File: src/rtl/e203_ifu_pcgen.sv
// IFU PC generator: issues fetch requests, hands responses to mini-decode/BPU, applies flush redirects.
// Optional compressed-instruction stepping is enabled by defining E203_PCGEN_RVC_EN.
module e203_ifu_pcgen (
    input  logic        clk,
    input  logic        rst_n,
    input  logic [31:0] pc_rtvec,
    output logic        ifu_req_valid,
    input  logic        ifu_req_ready,
    output logic [31:0] ifu_req_pc,
    input  logic        ifu_rsp_valid,
    output logic        ifu_rsp_ready,
    input  logic [31:0] ifu_rsp_instr,
    input  logic        ir_ready,
    output logic        dec_i_valid,
    output logic [31:0] pc,
    input  logic        prdt_taken,
    input  logic [31:0] prdt_pc_add_op1,
    input  logic [31:0] prdt_pc_add_op2,
    input  logic        bpu_wait,
    input  logic        pipe_flush_req,
    input  logic [31:0] pipe_flush_add_op1,
    input  logic [31:0] pipe_flush_add_op2,
    output logic        pipe_flush_ack
);

    localparam int unsigned PC_W = 32;

`ifdef E203_PCGEN_RVC_EN
    localparam logic [PC_W-1:0] PC_MASK = 32'hFFFF_FFFE;
`else
    localparam logic [PC_W-1:0] PC_MASK = 32'hFFFF_FFFC;
`endif

    typedef enum logic [1:0] {
        ST_RST  = 2'd0,
        ST_REQ  = 2'd1,
        ST_WAIT = 2'd2
    } state_e;

    state_e          state_r, state_nxt;
    logic            dsc_r;
    logic [PC_W-1:0] pc_r, pc_nxt_r;

    logic [PC_W-1:0] inc, flush_tgt, prdt_tgt, bpu_nxt;
    logic            rsp_hs;
    logic            ld_pc_r, ld_pc_nxt, set_dsc, clr_dsc;
    logic [PC_W-1:0] pc_r_d, pc_nxt_d;
    logic            instr_unused;

`ifdef E203_PCGEN_RVC_EN
    assign inc = (ifu_rsp_instr[1:0] != 2'b11) ? PC_W'(2) : PC_W'(4);
`else
    assign inc = PC_W'(4);
`endif
    assign instr_unused = ^ifu_rsp_instr;

    // Redirect targets are aligned to the fetch granule
    assign flush_tgt = (pipe_flush_add_op1 + pipe_flush_add_op2) & PC_MASK;
    assign prdt_tgt  = (prdt_pc_add_op1 + prdt_pc_add_op2) & PC_MASK;
    assign bpu_nxt   = prdt_taken ? prdt_tgt : (pc_r + inc);

    assign ifu_rsp_ready = (state_r == ST_WAIT) & (dsc_r | (ir_ready & ~bpu_wait));
    assign rsp_hs        = ifu_rsp_valid & ifu_rsp_ready;
    assign pc            = pc_r;

    // State register
    always_ff @(posedge clk or negedge rst_n) begin
        if (!rst_n) begin
            state_r <= ST_RST;
        end else begin
            state_r <= state_nxt;
        end
    end

    // Next-state logic
    always_comb begin
        state_nxt = state_r;
        case (state_r)
            ST_RST: state_nxt = ST_REQ;
            ST_REQ: begin
                if (ifu_req_ready) state_nxt = ST_WAIT;
            end
            ST_WAIT: begin
                if (rsp_hs && (dsc_r || !ifu_req_ready)) state_nxt = ST_REQ;
            end
            default: state_nxt = ST_RST;
        endcase
    end

    // Outputs and datapath load controls
    always_comb begin
        ifu_req_valid  = 1'b0;
        ifu_req_pc     = pc_nxt_r;
        dec_i_valid    = 1'b0;
        pipe_flush_ack = 1'b0;
        ld_pc_r        = 1'b0;
        ld_pc_nxt      = 1'b0;
        set_dsc        = 1'b0;
        clr_dsc        = 1'b0;
        pc_r_d         = '0;
        pc_nxt_d       = '0;
        case (state_r)
            ST_RST: begin
                ld_pc_nxt = 1'b1;
                pc_nxt_d  = pc_rtvec & PC_MASK;
            end
            ST_REQ: begin
                ifu_req_valid  = 1'b1;
                pipe_flush_ack = pipe_flush_req;
                ifu_req_pc     = pipe_flush_req ? flush_tgt : pc_nxt_r;
                if (ifu_req_ready) begin
                    ld_pc_r = 1'b1;
                    pc_r_d  = pipe_flush_req ? flush_tgt : pc_nxt_r;
                end else if (pipe_flush_req) begin
                    ld_pc_nxt = 1'b1;
                    pc_nxt_d  = flush_tgt;
                end
            end
            ST_WAIT: begin
                pipe_flush_ack = pipe_flush_req;
                dec_i_valid    = ifu_rsp_valid & ~dsc_r & ~pipe_flush_req;
                if (dsc_r) begin
                    // Waiting for the response orphaned by an earlier flush
                    clr_dsc = rsp_hs;
                    if (pipe_flush_req) begin
                        ld_pc_nxt = 1'b1;
                        pc_nxt_d  = flush_tgt;
                    end
                end else if (rsp_hs) begin
                    ifu_req_valid = 1'b1;
                    ifu_req_pc    = pipe_flush_req ? flush_tgt : bpu_nxt;
                    if (ifu_req_ready) begin
                        ld_pc_r = 1'b1;
                        pc_r_d  = pipe_flush_req ? flush_tgt : bpu_nxt;
                    end else begin
                        ld_pc_nxt = 1'b1;
                        pc_nxt_d  = pipe_flush_req ? flush_tgt : bpu_nxt;
                    end
                end else if (pipe_flush_req) begin
                    set_dsc   = 1'b1;
                    ld_pc_nxt = 1'b1;
                    pc_nxt_d  = flush_tgt;
                end
            end
            default: ;
        endcase
    end

    // PC and discard registers
    always_ff @(posedge clk or negedge rst_n) begin
        if (!rst_n) begin
            dsc_r    <= 1'b0;
            pc_r     <= '0;
            pc_nxt_r <= '0;
        end else begin
            if (set_dsc) begin
                dsc_r <= 1'b1;
            end else if (clr_dsc) begin
                dsc_r <= 1'b0;
            end
            if (ld_pc_r)   pc_r     <= pc_r_d;
            if (ld_pc_nxt) pc_nxt_r <= pc_nxt_d;
        end
    end

endmodule

File: config.mk
export PLATFORM = sky130hd
export DESIGN_NAME = e203_ifu_pcgen
export DESIGN_NICKNAME = d
export VERILOG_FILES = /design/src/rtl/e203_ifu_pcgen.sv
export SDC_FILE = /design/constraint.sdc
export NUM_CORES = 1
export LEC_CHECK = 0
export BUFFER_PORTS_ARGS = -buffer_cell sky130_fd_sc_hd__buf_2
export CAP_MARGIN = 20
export CORE_UTILIZATION = 35
export DETAILED_ROUTE_END_ITERATION = 8
export HOLD_SLACK_MARGIN = 0.03
export PLACE_DENSITY = 0.7
export SLEW_MARGIN = 20
export SYNTH_ARGS = -nofsm -noshare
export SYNTH_HDL_FRONTEND = slang
export SYNTH_SLANG_ARGS = --single-unit
File: constraint.sdc
create_clock -name clk -period 3.15 [get_ports clk]
set_input_delay 0.4725 -clock clk [delete_from_list [all_inputs] [get_ports clk]]
set_output_delay 0.4725 -clock clk [all_outputs]
set_load 0.02 [all_outputs]
; Word level (Yosys, flattened, before mapping)
; Index checks and enable logic that the tools add are counted.
[totals]
regBits = 67
out_inout_bits = 68
elab_cells = 69
[op_classes]
n_addsub = 3
eq_ne = 4
n_mux = 42
bitwise = 9
n_reduce_logical = 7
[ops]
columns = operator, count
row1 = 2-to-1 mux 32 bit, 14
row2 = case mux 32 bit (2 select lines), 2
row3 = case mux 32 bit (3 select lines), 1
row4 = adder 32 bit, 2
row5 = adder 32 x 3 -> 32 bit (second input constant), 1
row6 = 2-to-1 mux 1 bit, 19
row7 = case mux 2 bit (3 select lines), 1
row8 = AND 1 bit, 5
row9 = 2-to-1 mux 2 bit, 2
row10 = case mux 1 bit (2 select lines), 2
row11 = NOT 1 bit, 3
row12 = case mux 1 bit (3 select lines), 1
row13 = equality test 2 x 1 -> 1 bit (second input constant), 1
row14 = equality test 2 bit (second input constant), 1
row15 = zero test 2 bit, 1
row16 = != test 2 x 1 -> 1 bit (second input constant), 1
row17 = != test 2 bit (second input constant), 1
row18 = AND reduction 2 bit, 1
row19 = nonzero test 2 bit, 1
row20 = OR reduction 2 bit, 1
row21 = logical AND 1 bit, 1
row22 = zero test 1 bit, 1
row23 = logical OR 1 bit, 1
row24 = bitwise OR 1 bit, 1

; Logic depth before layout (Yosys ltp)
[logic_depth]
depth_word = 9
ltp_mapped = 12

; Worst setup path before layout
; Ideal clock, no wire load.
[synth_path]
path_type = input -> output
from = input port pipe_flush_add_op1[17]
to = output port ifu_req_pc[30]
arrival_time_ns = 2.811
required_time_ns = 2.677
setup_slack_ns = -0.133
path_stages = 12
n_path_buf = 1
path_cell_list = ha_1 buf_2 a21o_1 a21o_1 a21oi_1 o21ai_1 a22oi_2 nand3b_1 a41oi_1 xnor2_1 mux2i_1 o211ai_1
[synth_between]
elab_chain_len = 5
word_cells_on_any_way = 6
classes_between = add/sub (1) / mux (5)
[synth_rtl]
columns = item, line_no
row1 = "start, declared", 21  ; input logic [31:0] pipe_flush_add_op1,
row2 = adder 32 bit *, 58  ; assign flush_tgt = (pipe_flush_add_op1 + pipe_flush_add_op2) & PC_MASK;
row3 = 2-to-1 mux 32 bit, 131  ; ifu_req_pc = pipe_flush_req ? flush_tgt : bpu_nxt;
row4 = 2-to-1 mux 32 bit, 129  ; end else if (rsp_hs) begin
row5 = 2-to-1 mux 32 bit, 122  ; if (dsc_r) begin
row6 = case mux 32 bit (2 select lines) *, 102  ; case (state_r)
row7 = "end, declared", 9  ; output logic [31:0] ifu_req_pc,
; Mark *: on every way between the ends. The rest lies on a longest branch, timed or not.

; Final worst setup path
[layout_path]
from = input port prdt_pc_add_op1[17]
to = output port ifu_req_pc[31]
[layout_between]
elab_chain_len = 6
[layout_rtl]
columns = item, line_no
row1 = "start, declared", 17  ; input logic [31:0] prdt_pc_add_op1,
row2 = adder 32 bit, 59  ; assign prdt_tgt = (prdt_pc_add_op1 + prdt_pc_add_op2) & PC_MASK;
row3 = 2-to-1 mux 32 bit, 60  ; assign bpu_nxt = prdt_taken ? prdt_tgt : (pc_r + inc);
row4 = 2-to-1 mux 32 bit, 131
row5 = 2-to-1 mux 32 bit, 129
row6 = 2-to-1 mux 32 bit, 122
row7 = case mux 32 bit (2 select lines), 102
; No other way between the ends.

==> results.py <==
metrics = {
    "finish": {
        "final_util": 0.581,
        "final.fill_count": 2142,
        "stdcell_area_um2": 13800,
        "syn2layout_area_growth_pct": 61.2,
        "diodes": 0,
        "finalNetCount": 1895,
        "drive_gt1_frac": 0.444,
    },
    "grt": {
        "grt_use_met3": 0.0411,
        "grt_max_degree": 68,
        "busiest_layer": "met2",
        "grt_pass1_vias": 10700,
        "use_met1": 0.399,
        "grt_pass1_wl_mm": 56.9,
        "track_usage": 0.295,
        "antenna_found_initial": 0,
        "grt_use_met2": 0.472,
        "grt-ovfl-total": 0,
    },
    "placed_design": {
        "gp_congestion": 0.939,
        "detailed_place_hpwl_mm": 28.4,
        "dpl-instance-area_um2": 12000,
        "dp_slack_ns": -0.536,
        "port-buffer-count": 233,
    },
    "timing": {
        "setup_viol_count_final": 27,
        "fin_skew_ns": 0.00852,
        "tightest_slew_ns": 1.19,
        "period_needed_ns": 3.54,
        "fin_tns_setup_ns": -4.96,
        "maxSlewViolCount": 0,
        "setup_ws_ns": -0.387,
        "grt_setup_unrepaired": "yes",
        "hold_viol": 0,
        "max_freq_ghz": 0.283,
        "maxSlewHeadroom": 0.204,
        "final.period_utilization": 1.12,
    },
    "synthesis": {
        "syn-cell-area_um2": 8560,
        "synth_top_area_cell": "dfrtp_1",
        "avgSynthCellArea_um2": 7.46,
        "synth_nets": 1413,
        "synth_ff_type": "dfrtp_1",
        "synth_enable_flop_cells": 0,
        "ys_warn_count": 0,
        "synth_cell_type_count": 89,
        "synth_top_cells_by_area": "dfrtp_1, ha_1, a21oi_1",
        "synth_seq_area_share": 0.196,
        "syn_inst": 1147,
        "async_flop_share": 1.00,
        "synth_seq_cells": 67,
        "synth_top_area_frac": 0.196,
    },
    "clock_network": {
        "cts.sinks": 67,
        "htreeDepth": 3,
        "cts_tree": "done",
        "clk-insertion-delay-late_ns": 0.34,
        "cts_buffers": 9,
        "clock-root-buffer": "clkbuf_16",
        "clk_pin_slew_ns": 0.06,
        "clockBufferDepth": 2,
    },
    "worst_setup_path": {
        "worstReg2RegEnd": "pc[18]",
        "critPathLaunchType": "input pin",
        "reg2reg_depth": 17,
        "cp_max_fo": 5,
        "endpoint_kind": "primary output",
        "worstSetupPathType": "input pin to primary output",
        "r2r_start": "pc[2]",
        "cp_data_arrival_time_ns": 3.06,
        "rrSetupSlack_ns": 0.17,
        "cp.required_ns": 2.68,
    },
    "route": {
        "wl_per_cell_um": 19.1,
        "via_per_inst": 5.71,
        "postRouteAntennaNets": 0,
        "drtIter0Drc": 965,
        "vias": 11100,
        "finalWirelength_mm": 37.3,
        "drc": 0,
        "firstDrtPassIters": 6,
    },
    "die": {
        "core_um2": 23800,
        "start_util": 0.360,
        "io_pins": 268,
        "die_h_um": 158,
        "dieArea_um2": 25100,
        "die_x_um": 158,
        "rows": 56,
    },
    "power": {
        "power.density_nw_per_um2": 725,
        "total_power_w": 0.0100,
        "irDropWorstVdd_uv": 457,
        "cellLeakagePower_nw": 6.43,
    },
    "min_path": {
        "hp-class": "input pin to asynchronous set/reset pin",
    },
    "status": {
        "violations": "setup timing",
        "status": "finished with violations",
    },
    "job": {
        "drv_cap": 0,
    },
}
power breakdown:
| part | switching [W] | total (W) | internal [W] |
|---|---|---|---|
| Clock | 0.000417 | 0.00105 | 0.000635 |
| Sequential | 0.000372 | 0.00163 | 0.00126 |
| Combinational | 0.00417 | 0.00732 | 0.00315 |
what timing repair did:
item,CTS,global route
setup buffers,30,11
hold buffers,0,0
pin swaps,115,49
resized for setup,175,64
endpoints found under the setup margin,27,34
how the worst max path moves through the flow:
| stage | start | endpoint | slack, ns | depth (start not counted) |
|---|---|---|---|---|
| after floorplan | pipe_flush_add_op1[17] | ifu_req_pc[30] | -0.1 | 12 |
| after global placement | pipe_flush_add_op1[2] | ifu_req_pc[13] | -0.52 | 14 |
| after detailed placement | pipe_flush_add_op1[2] | ifu_req_pc[13] | -0.54 | 14 |
| after CTS | pipe_flush_add_op2[2] | ifu_req_pc[13] | -0.26 | 14 |
| after global routing | prdt_pc_add_op1[13] | ifu_req_pc[30] | -0.48 | 14 |
| final | prdt_pc_add_op1[17] | ifu_req_pc[31] | -0.39 | 13 |
metrics by stage:
step	cells	hold WS (ns)
after CTS	1944	0.330
after floorplan	1147	0.177
after global routing	1953	0.352
after detailed placement	1901	0.487
after global placement	1901	0.476
final	1953	0.310
cells by family (layout without fill, tap and decap cells):
group / Yosys count / after routing / share of synthesized area
adder cells (fa/ha/maj): 66 / 66 / 0.0965
buffers and inverters: 90 / 577 / 0.0405
XOR/XNOR: 75 / 75 / 0.0767
flip-flops: 67 / 67 / 0.196
AND/OR/NAND/NOR: 373 / 373 / 0.204
AO/OA/AOI/OAI: 456 / 456 / 0.362
multiplexers: 20 / 20 / 0.0244
per-layer routing:
| layer | vias to the layer above | wire length, µm |
|---|---|---|
| met5 | - | 0 |
| met4 | 0 | 1170 |
| met3 | 91 | 3190 |
| met2 | 577 | 16800 |
| met1 | 5200 | 16200 |
| li1 | 5276 | - |
area by class of cell:
cell class,instances,area (µm²),share of cell area
Multi-Input combinational cell,990,7620,0.552
Inverter,28,105,0.00762
Clock inverter,6,65.1,0.00471
Sequential cell,67,1680,0.121
Tap cell,319,399,0.0289
Clock buffer,10,239,0.0173
Timing Repair Buffer,533,3700,0.268
state kept, by name, summed over array words and instances (netlist names):
name / flops
state_r: 2
pc: 32
dsc_r: 1
pc_nxt_r: 32
worst max-delay path: stages:
cell and delay (ns):
buf_2 0.10, ha_1 0.29, buf_6 0.11, o211ai_1 0.11, o21ai_1 0.18, a21boi_4 0.29
nand4_1 0.25, a31oi_1 0.24, mux2i_1 0.29, o21a_1 0.21, o211ai_1 0.13, a22o_1 0.24
buf_6 0.13
layout by cell type (no fill, tap or decap), types with 7 or more instances in the layout:
master     instances
a211oi_1           9
a21o_1            28
a21oi_1           85
a21oi_2           29
a21oi_4            7
a221oi_1          14
a22o_1            15
a22oi_1            7
a31oi_1           14
and3_1            15
buf_2            193
buf_4            295
buf_6             44
clkbuf_16          9
dfrtp_1           67
ha_1              46
ha_4              19
inv_1             24
mux2i_1           12
nand2_1          141
nand2b_1          11
nand3_1           26
nand4_1           17
nor2_1            96
nor2b_1            7
o211ai_1          21
o21a_1            25
o21ai_0           59
o21ai_1           20
o21ai_2           13
o221ai_1           8
xnor2_1           25
xnor2_2           15
xor2_1            31
Yosys cell counts (all sizes together), types with 15 or more instances:
cell type  count
xnor2         42
a221oi        17
o21ai         92
a21oi        121
nand4         19
clkbuf        49
xor2          33
nor2         101
o21a          25
a31oi         20
o211ai        21
nand2        144
a21o          28
a22o          15
dfrtp         67
and3          17
nand3         32
ha            66
inv           26
No activity file was read; power rests on OpenSTA's default activity.
